$ cat src/rtl/ps2_pkg.sv
`default_nettype none
// ============================================================================
// Module      : ps2_pkg
// Description : Shared types and constants for the PS/2 host transmitter and
//               the PS/2 keyboard receiver path. Holds the transmitter state
//               encoding, common keyboard command bytes, the device ACK byte
//               and the odd-parity helper.
// Optional    : PS2_TX_CLK_FILTER_EN (consumed by ps2_line_sync)
// Revision    : 1.0 - initial release
// ============================================================================
package ps2_pkg;

    // Transmitter state encoding
    typedef enum logic [2:0] {
        IDLE      = 3'd0,
        INHIBIT   = 3'd1,
        START     = 3'd2,
        RTS       = 3'd3,
        DATA      = 3'd4,
        PARITY    = 3'd5,
        ACK       = 3'd6,
        WAIT_IDLE = 3'd7
    } ps2_tx_state_e;

    // Host-to-keyboard command bytes
    localparam logic [7:0] CMD_SET_LEDS = 8'hED;
    localparam logic [7:0] CMD_ENABLE   = 8'hF4;
    localparam logic [7:0] CMD_RESET    = 8'hFF;

    // Acknowledge byte returned by the device (seen by the receiver path)
    localparam logic [7:0] DEV_ACK      = 8'hFA;

    // PS/2 frames carry odd parity: the parity bit makes the count of ones
    // across data + parity odd.
    function automatic logic odd_parity(input logic [7:0] d);
        return ~^d;
    endfunction

endpackage
`default_nettype wire

$ cat src/rtl/ps2_host_tx_if.sv
`default_nettype none
// ============================================================================
// Module      : ps2_host_tx_if
// Description : Command handshake between a requester and the PS/2 host
//               transmitter.
//   tx_data  : command byte to send                (master -> slave)
//   tx_valid : request, taken when tx_valid && tx_ready (master -> slave)
//   tx_ready : transmitter idle and able to accept (slave -> master)
//   busy     : frame in progress                    (slave -> master)
//   done     : one-cycle pulse, frame acknowledged  (slave -> master)
//   err      : one-cycle pulse, no ACK or timeout   (slave -> master)
// Revision    : 1.0 - initial release
// ============================================================================
interface ps2_host_tx_if;

    logic [7:0] tx_data;
    logic       tx_valid;
    logic       tx_ready;
    logic       busy;
    logic       done;
    logic       err;

    modport master (
        output tx_data,
        output tx_valid,
        input  tx_ready,
        input  busy,
        input  done,
        input  err
    );

    modport slave (
        input  tx_data,
        input  tx_valid,
        output tx_ready,
        output busy,
        output done,
        output err
    );

endinterface
`default_nettype wire

$ cat src/rtl/ps2_line_sync.sv
`default_nettype none
// ============================================================================
// Module      : ps2_line_sync
// Description : Conditions the raw PS/2 clock and data pins. Both pins pass
//               through 2-flop synchronizers; a single-cycle falling-edge
//               strobe is derived from the clock level. Shared with the
//               receiver path.
// Optional    : PS2_TX_CLK_FILTER_EN - when defined, the synced clock passes
//               through a glitch filter that only changes level after
//               FILTER_CYCLES consecutive samples of the new value; the edge
//               strobe then follows the filtered level.
// Ports       : clk, rst           - system clock, sync active-high reset
//               ps2_clk_in         - raw PS/2 clock pin (asynchronous)
//               ps2_data_in        - raw PS/2 data pin (asynchronous)
//               clk_level          - conditioned clock level
//               data_level         - synced data level
//               clk_fe             - one-cycle falling-edge strobe of clk_level
// Revision    : 1.0 - initial release
// ============================================================================
module ps2_line_sync #(
    parameter int unsigned FILTER_CYCLES = 8
) (
    input  wire logic clk,
    input  wire logic rst,
    input  wire logic ps2_clk_in,
    input  wire logic ps2_data_in,
    output logic      clk_level,
    output logic      data_level,
    output logic      clk_fe
);

    logic r_clk_s1;
    logic r_clk_s2;
    logic r_data_s1;
    logic r_data_s2;
    logic r_level_prev;
    logic w_clk_level;

    // Idle PS/2 lines float high, so the synchronizers reset to 1 to avoid a
    // spurious edge right after reset.
    always_ff @(posedge clk) begin
        if (rst) begin
            r_clk_s1  <= 1'b1;
            r_clk_s2  <= 1'b1;
            r_data_s1 <= 1'b1;
            r_data_s2 <= 1'b1;
        end else begin
            r_clk_s1  <= ps2_clk_in;
            r_clk_s2  <= r_clk_s1;
            r_data_s1 <= ps2_data_in;
            r_data_s2 <= r_data_s1;
        end
    end

`ifdef PS2_TX_CLK_FILTER_EN
    localparam int unsigned c_filt_w = (FILTER_CYCLES > 1) ? $clog2(FILTER_CYCLES) : 1;
    localparam logic [c_filt_w-1:0] c_filt_last = c_filt_w'(FILTER_CYCLES - 1);

    logic [c_filt_w-1:0] r_filt_cnt;
    logic                r_filt;

    // Counts consecutive samples that disagree with the filtered level; any
    // agreeing sample restarts the count, so short glitches never flip it.
    always_ff @(posedge clk) begin
        if (rst) begin
            r_filt     <= 1'b1;
            r_filt_cnt <= '0;
        end else if (r_clk_s2 == r_filt) begin
            r_filt_cnt <= '0;
        end else if (r_filt_cnt == c_filt_last) begin
            r_filt     <= r_clk_s2;
            r_filt_cnt <= '0;
        end else begin
            r_filt_cnt <= r_filt_cnt + 1'b1;
        end
    end

    assign w_clk_level = r_filt;
`else
    assign w_clk_level = r_clk_s2;
`endif

    always_ff @(posedge clk) begin
        if (rst) begin
            r_level_prev <= 1'b1;
        end else begin
            r_level_prev <= w_clk_level;
        end
    end

    assign clk_level  = w_clk_level;
    assign data_level = r_data_s2;
    assign clk_fe     = r_level_prev & ~w_clk_level;

endmodule
`default_nettype wire

$ cat src/rtl/ps2_host_tx.sv
`default_nettype none
// ============================================================================
// Module      : ps2_host_tx
// Description : PS/2 host-to-device transmitter. Sends one command byte to
//               the keyboard: inhibits the clock, issues request-to-send,
//               shifts D0..D7, odd parity and stop on device falling edges,
//               then samples the device ACK and waits for an idle bus.
// Optional    : PS2_TX_CLK_FILTER_EN - glitch filter on the PS/2 clock
//               (implemented in ps2_line_sync).
// Ports       : clk, rst        - system clock, sync active-high reset
//               bus (slave)     - tx_data/tx_valid/tx_ready/busy/done/err
//               ps2_clk_in      - raw PS/2 clock pin
//               ps2_data_in     - raw PS/2 data pin
//               ps2_clk_oe      - 1 drives PS/2 clock low, 0 releases it
//               ps2_data_oe     - 1 drives PS/2 data low, 0 releases it
// Revision    : 1.0 - initial release
// ============================================================================
module ps2_host_tx #(
    parameter int unsigned INHIBIT_CYCLES = 10000,
    parameter int unsigned TIMEOUT_CYCLES = 2000000,
    parameter int unsigned FILTER_CYCLES  = 8
) (
    input  wire logic    clk,
    input  wire logic    rst,
    ps2_host_tx_if.slave bus,
    input  wire logic    ps2_clk_in,
    input  wire logic    ps2_data_in,
    output logic         ps2_clk_oe,
    output logic         ps2_data_oe
);

    import ps2_pkg::*;

    // One counter serves both the inhibit interval and the edge timeout.
    localparam int unsigned c_cnt_max = (INHIBIT_CYCLES > TIMEOUT_CYCLES) ?
                                        INHIBIT_CYCLES : TIMEOUT_CYCLES;
    localparam int unsigned c_cnt_w   = $clog2(c_cnt_max + 1);
    localparam logic [c_cnt_w-1:0] c_inhibit_last = c_cnt_w'(INHIBIT_CYCLES - 1);
    localparam logic [c_cnt_w-1:0] c_timeout_last = c_cnt_w'(TIMEOUT_CYCLES - 1);

    ps2_tx_state_e      r_state;
    ps2_tx_state_e      w_next_state;

    logic [c_cnt_w-1:0] r_cnt;
    logic [7:0]         r_shreg;
    logic               r_parity;
    logic [3:0]         r_bitcnt;
    logic               r_ack_ok;

    logic               r_tx_ready;
    logic               r_busy;
    logic               r_done;
    logic               r_err;
    logic               r_clk_oe;
    logic               r_data_oe;

    logic               w_clk_level;
    logic               w_data_level;
    logic               w_fe;
    logic               w_bus_idle;
    logic               w_in_frame;
    logic               w_timeout;

    logic               w_clk_oe_nxt;
    logic               w_data_oe_nxt;
    logic               w_done_nxt;
    logic               w_err_nxt;

    ps2_line_sync #(
        .FILTER_CYCLES (FILTER_CYCLES)
    ) u_line_sync (
        .clk         (clk),
        .rst         (rst),
        .ps2_clk_in  (ps2_clk_in),
        .ps2_data_in (ps2_data_in),
        .clk_level   (w_clk_level),
        .data_level  (w_data_level),
        .clk_fe      (w_fe)
    );

    assign w_bus_idle = w_clk_level & w_data_level;

    // States where the device owns the clock and the timeout is armed.
    assign w_in_frame = (r_state == RTS)    || (r_state == DATA) ||
                        (r_state == PARITY) || (r_state == ACK)  ||
                        (r_state == WAIT_IDLE);

    // Forward progress (an edge, or the bus going idle) wins over a timeout
    // landing in the same cycle.
    assign w_timeout = w_in_frame && (r_cnt == c_timeout_last) && !w_fe &&
                       !((r_state == WAIT_IDLE) && w_bus_idle);

    // ------------------------------------------------------------------
    // State register (outputs registered alongside from next-state decode)
    // ------------------------------------------------------------------
    always_ff @(posedge clk) begin
        if (rst) begin
            r_state    <= IDLE;
            r_tx_ready <= 1'b1;
            r_busy     <= 1'b0;
            r_done     <= 1'b0;
            r_err      <= 1'b0;
            r_clk_oe   <= 1'b0;
            r_data_oe  <= 1'b0;
        end else begin
            r_state    <= w_next_state;
            r_tx_ready <= (w_next_state == IDLE);
            r_busy     <= (w_next_state != IDLE);
            r_done     <= w_done_nxt;
            r_err      <= w_err_nxt;
            r_clk_oe   <= w_clk_oe_nxt;
            r_data_oe  <= w_data_oe_nxt;
        end
    end

    // ------------------------------------------------------------------
    // Next-state logic
    // ------------------------------------------------------------------
    always_comb begin
        w_next_state = r_state;
        unique case (r_state)
            IDLE: begin
                if (bus.tx_valid) w_next_state = INHIBIT;
            end
            INHIBIT: begin
                if (r_cnt == c_inhibit_last) w_next_state = START;
            end
            START: begin
                w_next_state = RTS;
            end
            RTS: begin
                if (w_fe)           w_next_state = DATA;
                else if (w_timeout) w_next_state = IDLE;
            end
            DATA: begin
                if (w_fe && (r_bitcnt == 4'd8)) w_next_state = PARITY;
                else if (w_timeout)             w_next_state = IDLE;
            end
            PARITY: begin
                if (w_fe)           w_next_state = ACK;
                else if (w_timeout) w_next_state = IDLE;
            end
            ACK: begin
                if (w_fe)           w_next_state = WAIT_IDLE;
                else if (w_timeout) w_next_state = IDLE;
            end
            WAIT_IDLE: begin
                if (w_bus_idle)     w_next_state = IDLE;
                else if (w_timeout) w_next_state = IDLE;
            end
            default: w_next_state = IDLE;
        endcase
    end

    // ------------------------------------------------------------------
    // Output logic: next values of the registered outputs
    // ------------------------------------------------------------------
    always_comb begin
        w_clk_oe_nxt  = (w_next_state == INHIBIT) || (w_next_state == START);
        w_data_oe_nxt = r_data_oe;
        unique case (r_state)
            INHIBIT: w_data_oe_nxt = (w_next_state == START);
            START:   w_data_oe_nxt = 1'b1;
            RTS: begin
                if (w_fe) w_data_oe_nxt = ~r_shreg[0];
            end
            DATA: begin
                // bitcnt holds the index of the next data bit; 8 means all
                // data bits are out and parity goes next.
                if (w_fe) begin
                    w_data_oe_nxt = (r_bitcnt == 4'd8) ? ~r_parity
                                                       : ~r_shreg[r_bitcnt[2:0]];
                end
            end
            PARITY: begin
                if (w_fe) w_data_oe_nxt = 1'b0;
            end
            default: w_data_oe_nxt = 1'b0;
        endcase
        if (w_next_state == IDLE) w_data_oe_nxt = 1'b0;

        w_done_nxt = (r_state == WAIT_IDLE) && w_bus_idle && r_ack_ok;
        w_err_nxt  = ((r_state == WAIT_IDLE) && w_bus_idle && !r_ack_ok) || w_timeout;
    end

    // ------------------------------------------------------------------
    // Datapath: counter, shift register, parity, bit index, ACK flag
    // ------------------------------------------------------------------
    always_ff @(posedge clk) begin
        if (rst) begin
            r_cnt    <= '0;
            r_shreg  <= '0;
            r_parity <= 1'b0;
            r_bitcnt <= '0;
            r_ack_ok <= 1'b0;
        end else begin
            unique case (r_state)
                IDLE: begin
                    r_cnt <= '0;
                    if (bus.tx_valid) begin
                        r_shreg  <= bus.tx_data;
                        r_parity <= odd_parity(bus.tx_data);
                    end
                end
                INHIBIT: r_cnt <= r_cnt + 1'b1;
                START:   r_cnt <= '0;
                default: r_cnt <= w_fe ? '0 : r_cnt + 1'b1;
            endcase

            if ((r_state == RTS) && w_fe) begin
                r_bitcnt <= 4'd1;
            end else if ((r_state == DATA) && w_fe && (r_bitcnt != 4'd8)) begin
                r_bitcnt <= r_bitcnt + 4'd1;
            end

            if ((r_state == ACK) && w_fe) begin
                r_ack_ok <= ~w_data_level;
            end
        end
    end

    assign bus.tx_ready = r_tx_ready;
    assign bus.busy     = r_busy;
    assign bus.done     = r_done;
    assign bus.err      = r_err;
    assign ps2_clk_oe   = r_clk_oe;
    assign ps2_data_oe  = r_data_oe;

endmodule
`default_nettype wire

$ cat src/flat_wrapper.sv
// flat-port wrapper written by rule: the top's interface ports become plain ports
module ps2_host_tx_flat import ps2_pkg::*;
#(
    parameter int unsigned INHIBIT_CYCLES = 10000,
    parameter int unsigned TIMEOUT_CYCLES = 2000000,
    parameter int unsigned FILTER_CYCLES  = 8
)
  (clk, rst, ps2_clk_in, ps2_data_in, ps2_clk_oe, ps2_data_oe, bus_tx_data, bus_tx_valid, bus_tx_ready, bus_busy, bus_done, bus_err);
  ps2_host_tx_if bus_i ();
  input  wire logic clk;
  input  wire logic rst;
  input  wire logic ps2_clk_in;
  input  wire logic ps2_data_in;
  output logic ps2_clk_oe;
  output logic ps2_data_oe;
  input wire logic [$bits(bus_i.tx_data)-1:0] bus_tx_data;
  input wire logic [$bits(bus_i.tx_valid)-1:0] bus_tx_valid;
  output wire logic [$bits(bus_i.tx_ready)-1:0] bus_tx_ready;
  output wire logic [$bits(bus_i.busy)-1:0] bus_busy;
  output wire logic [$bits(bus_i.done)-1:0] bus_done;
  output wire logic [$bits(bus_i.err)-1:0] bus_err;
  assign bus_i.tx_data = bus_tx_data;
  assign bus_i.tx_valid = bus_tx_valid;
  assign bus_tx_ready = bus_i.tx_ready;
  assign bus_busy = bus_i.busy;
  assign bus_done = bus_i.done;
  assign bus_err = bus_i.err;
  ps2_host_tx #(.INHIBIT_CYCLES(INHIBIT_CYCLES), .TIMEOUT_CYCLES(TIMEOUT_CYCLES), .FILTER_CYCLES(FILTER_CYCLES)) u_core (.clk(clk), .rst(rst), .bus(bus_i), .ps2_clk_in(ps2_clk_in), .ps2_data_in(ps2_data_in), .ps2_clk_oe(ps2_clk_oe), .ps2_data_oe(ps2_data_oe));
endmodule
$ cat config.mk
export PLATFORM = sky130hd
export DESIGN_NAME = ps2_host_tx_flat
export DESIGN_NICKNAME = d
export VERILOG_FILES = /design/src/rtl/ps2_pkg.sv /design/src/rtl/ps2_host_tx_if.sv /design/src/rtl/ps2_line_sync.sv /design/src/rtl/ps2_host_tx.sv /design/src/flat_wrapper.sv
export SDC_FILE = /design/constraint.sdc
export NUM_CORES = 1
export LEC_CHECK = 0
export ABC_AREA = 1
export BUFFER_PORTS_ARGS = -buffer_cell sky130_fd_sc_hd__buf_2
export CAP_MARGIN = 40
export CORE_ASPECT_RATIO = 1.2
export CORE_MARGIN = 4
export CORE_UTILIZATION = 60
export CTS_BUF_LIST = sky130_fd_sc_hd__clkbuf_8
export CTS_CLUSTER_SIZE = 30
export DETAILED_ROUTE_END_ITERATION = 6
export PLACE_DENSITY = 0.82
export SYNTH_ARGS = -nofsm -noshare
export SYNTH_HDL_FRONTEND = slang
export SYNTH_SLANG_ARGS = --single-unit
$ cat constraint.sdc
create_clock -name clk -period 3.45 [get_ports clk]
set_input_delay 0.345 -clock clk [delete_from_list [all_inputs] [get_ports clk]]
set_output_delay 0.345 -clock clk [all_outputs]
set_load 0.05 [all_outputs]
==> impl_metrics.toml <==
[cts]
clk-insertion-delay-late_ps = 300
cts_max_path_buffers = 2
ctsHoldBuffers = 0
cts_tree = "done"
clkTransAtPathRegs_ps = 90
cts_buffers = 5
cts_resized = 0
clkSinkCount = 49
cts_root_buf = "clkbuf_8"
post_cts_buffers = 0
htreeDepth = 2

[timing]
fmax_mhz = 544
finalCriticalPeriod_ps = 1840
timing.final.ws_setup_ps = 1610
setup_viol = 0
tightest_slew_ps = 475
slew_headroom_pct = 68.3
rsz0062_at_grt = "false"
maxSlewViolCount = 0
finalHoldViolCount = 0
setup-tns-final_ps = 0
fin_crit_sh_pct = 53.3
finClkSkew_ps = 10.4

[final_layout]
drive_above_1_share_pct = 16.3
num-fill-cells = 375
antenna_cells = 0
stdcell_count = 423
multi_input_area_um2 = 1250
fin_util_pct = 68.9
layout.nets = 384
syn2layout_area_growth_pct = 10.0
seq_area_um2 = 981

[floorplan]
rows = 25
core-area_um2 = 3940
start_util_pct = 62.6
io_pins = 19
fp.dieW_um = 66.6
die_area_um2 = 5210
dieHeight_um = 78.3

[yosys]
synth_edf_count = 0
ys_seq_area_share_pct = 39.7
synthCells = 348
yosysMostFrequentCell = "nand2_1"
ys_top_cells_by_count = "65 x nand2_1, 49 x dfxtp_1, 48 x inv_1"
synth_flop_cell = "dfxtp_1"
synth_area_leaders = "dfxtp_1 40%, nand2_1 9.9%, inv_1 7.3%"
yosysTopAreaCellShare_pct = 39.7
ys_types = 31
synth.ff_latch_count = 49
async_reset_ff_share_pct = 0
postSynthAreaPerCell_um2 = 7.09
synth_warnings = 0
synth_nets = 364
netlist.top_cell.by_area = "dfxtp_1"
syn-cell-area_um2 = 2470

[grt]
grt_usage_pct = 22.2
busiest_layer = "met2"
grt_use_met1_pct = 23.0
grt_pass1_vias = 2162
overflow = 0
antenna_found_initial = 0
grt_use_met2_pct = 40.1
met3_usage_pct = 4.43
grt_first_pass_wirelength_um = 9010
grt_max_degree = 17

[worst_hold_path]
min-delay-start = "ps2_data_in"
hp-class = "primary input to register"

[drt]
viasPerCell = 5.30
ant_nets = 0
drt_iter0_markers = 126
wire_per_inst_um = 12.2
drt_pass1_iterations = 4
remaining_drc_errors = 0
drt-total-wl_um = 5150
num_vias = 2243

[placed_design]
dp_hpwl_um = 3910
portBuffers = 18
gp_congestion = 0.865
place_ws_ps = 1640
dpl.cell_count = 415

[critical_path]
path_buf_inv = 3
worstPathRequired_ps = 3660
reg2reg_from = "u_core.r_bitcnt[0]"
crit_top_cell = "nand2_1"
slowest_delay_ps = 480
critPathMaxFanout = 9
cp_top_family = "simple AND/OR/NAND/NOR gates"
crit_chain = "inv_1 -> ha_1 -> nand2_1 -> inv_1 -> nand2_1 -> nor2_1 -> nand2_1 -> nand2_1 -> a21oi_1 -> nand3_2 -> nand2_2 -> inv_1 -> nor2_1 -> nor2_1"
crit_type = "register to register"
cpMaxStageDelayCell = "dfxtp_1"
critPathArrivalTime_ps = 2050
cp-start-kind = "register"
end_kind = "register"
cp-startpoint = "u_core.r_bitcnt[0]"

[power_and_ir_drop]
pwr_density_cell_nw_per_um2 = 402
p_leak_nw = 1.17
irDropWorstVdd_mv = 0.262

[status]
outcome = "finished, final reports clean"

[run]
drv_cap = 0
==> report_power, final <==
group	total, mW	switching, mW	internal, mW	leakage [nW]
Combinational	0.0888	0.0582	0.0306	0.705
Sequential	0.587	0.00624	0.581	0.399
Clock	0.416	0.183	0.233	0.0626
==> per-stage QoR <==
step                      instance area [µm²]  hold WS [ps]  power (mW)
after global routing                     2720           225        1.14
final                                    2720           222        1.09
after detailed placement                 2600           399       0.689
after floorplan                          2470           389       0.663
after CTS                                2720           214        1.10
after global placement                   2600           393       0.686
==> path summary, 6_finish.rpt <==
| kind | end | slack, ps | cells past startpoint |
|---|---|---|---|
| min reg2reg | u_core.u_line_sync.clk_level | 410 | 1 |
| min | u_core.u_line_sync.r_data_s1 | 220 | 2 |
| max reg2reg | u_core.ps2_clk_oe | 1610 | 14 |
| max | u_core.ps2_clk_oe | 1610 | 14 |
==> routing by layer <==
| metal | share of wire [%] | up-vias |
|---|---|---|
| li1 | - | 1147 |
| met1 | 37 | 1003 |
| met2 | 53 | 71 |
| met3 | 5.2 | 22 |
| met4 | 4.5 | 0 |
| met5 | 0 | - |
==> flip-flops by register name, summed over array words and instances, names as in the netlist <==
register and count:
u_core.r_ack_ok 1, u_core.u_line_sync.data_level 1, u_core.bus.busy 1, u_core.u_line_sync.r_level_prev 1, u_core.r_parity 1, u_core.bus.done 1, u_core.r_shreg 8, u_core.u_line_sync.clk_level 1
u_core.bus.tx_ready 1, u_core.r_state 3, u_core.r_bitcnt 4, u_core.u_line_sync.r_data_s1 1, u_core.ps2_data_oe 1, u_core.ps2_clk_oe 1, u_core.bus.err 1, u_core.r_cnt 21
u_core.u_line_sync.r_clk_s1 1
==> area by class of cell <==
type,instances,share of cell area [%]
well taps,54,2.49
multi-input cells,239,46.1
inverters,54,7.46
repair buffers,19,3.59
clock buffers,6,3.04
clock inverters,2,1.24
flip-flops and latches,49,36.1
==> layout by cell type (no fill, tap or decap), types with 2 or more instances in the layout <==
cell type,count
nand3_2,5
nor2_2,4
nor2_1,41
inv_1,49
nand2_2,7
o21a_1,2
a21oi_1,31
nand4_1,4
xnor2_1,6
or2_2,5
a31oi_1,2
ha_1,3
nand2_1,65
xor2_1,6
nand3_1,20
inv_2,6
nor3_2,3
nor4_1,2
clkbuf_8,6
buf_2,18
o21ai_0,20
nor3_1,5
nand3b_1,2
dfxtp_1,49
==> logic make-up after synthesis <==
logic type               count (synthesis)  synth area share (%)
AND/OR/NAND/NOR                        167                  32.9
AO/OA/AOI/OAI                           57                  12.0
adder cells (fa/ha/maj)                  3                  1.52
flip-flops                              49                  39.7
XOR/XNOR                                12                  4.26
buffers and inverters                   60                  9.58
Power figures use the tool's default switching activity.
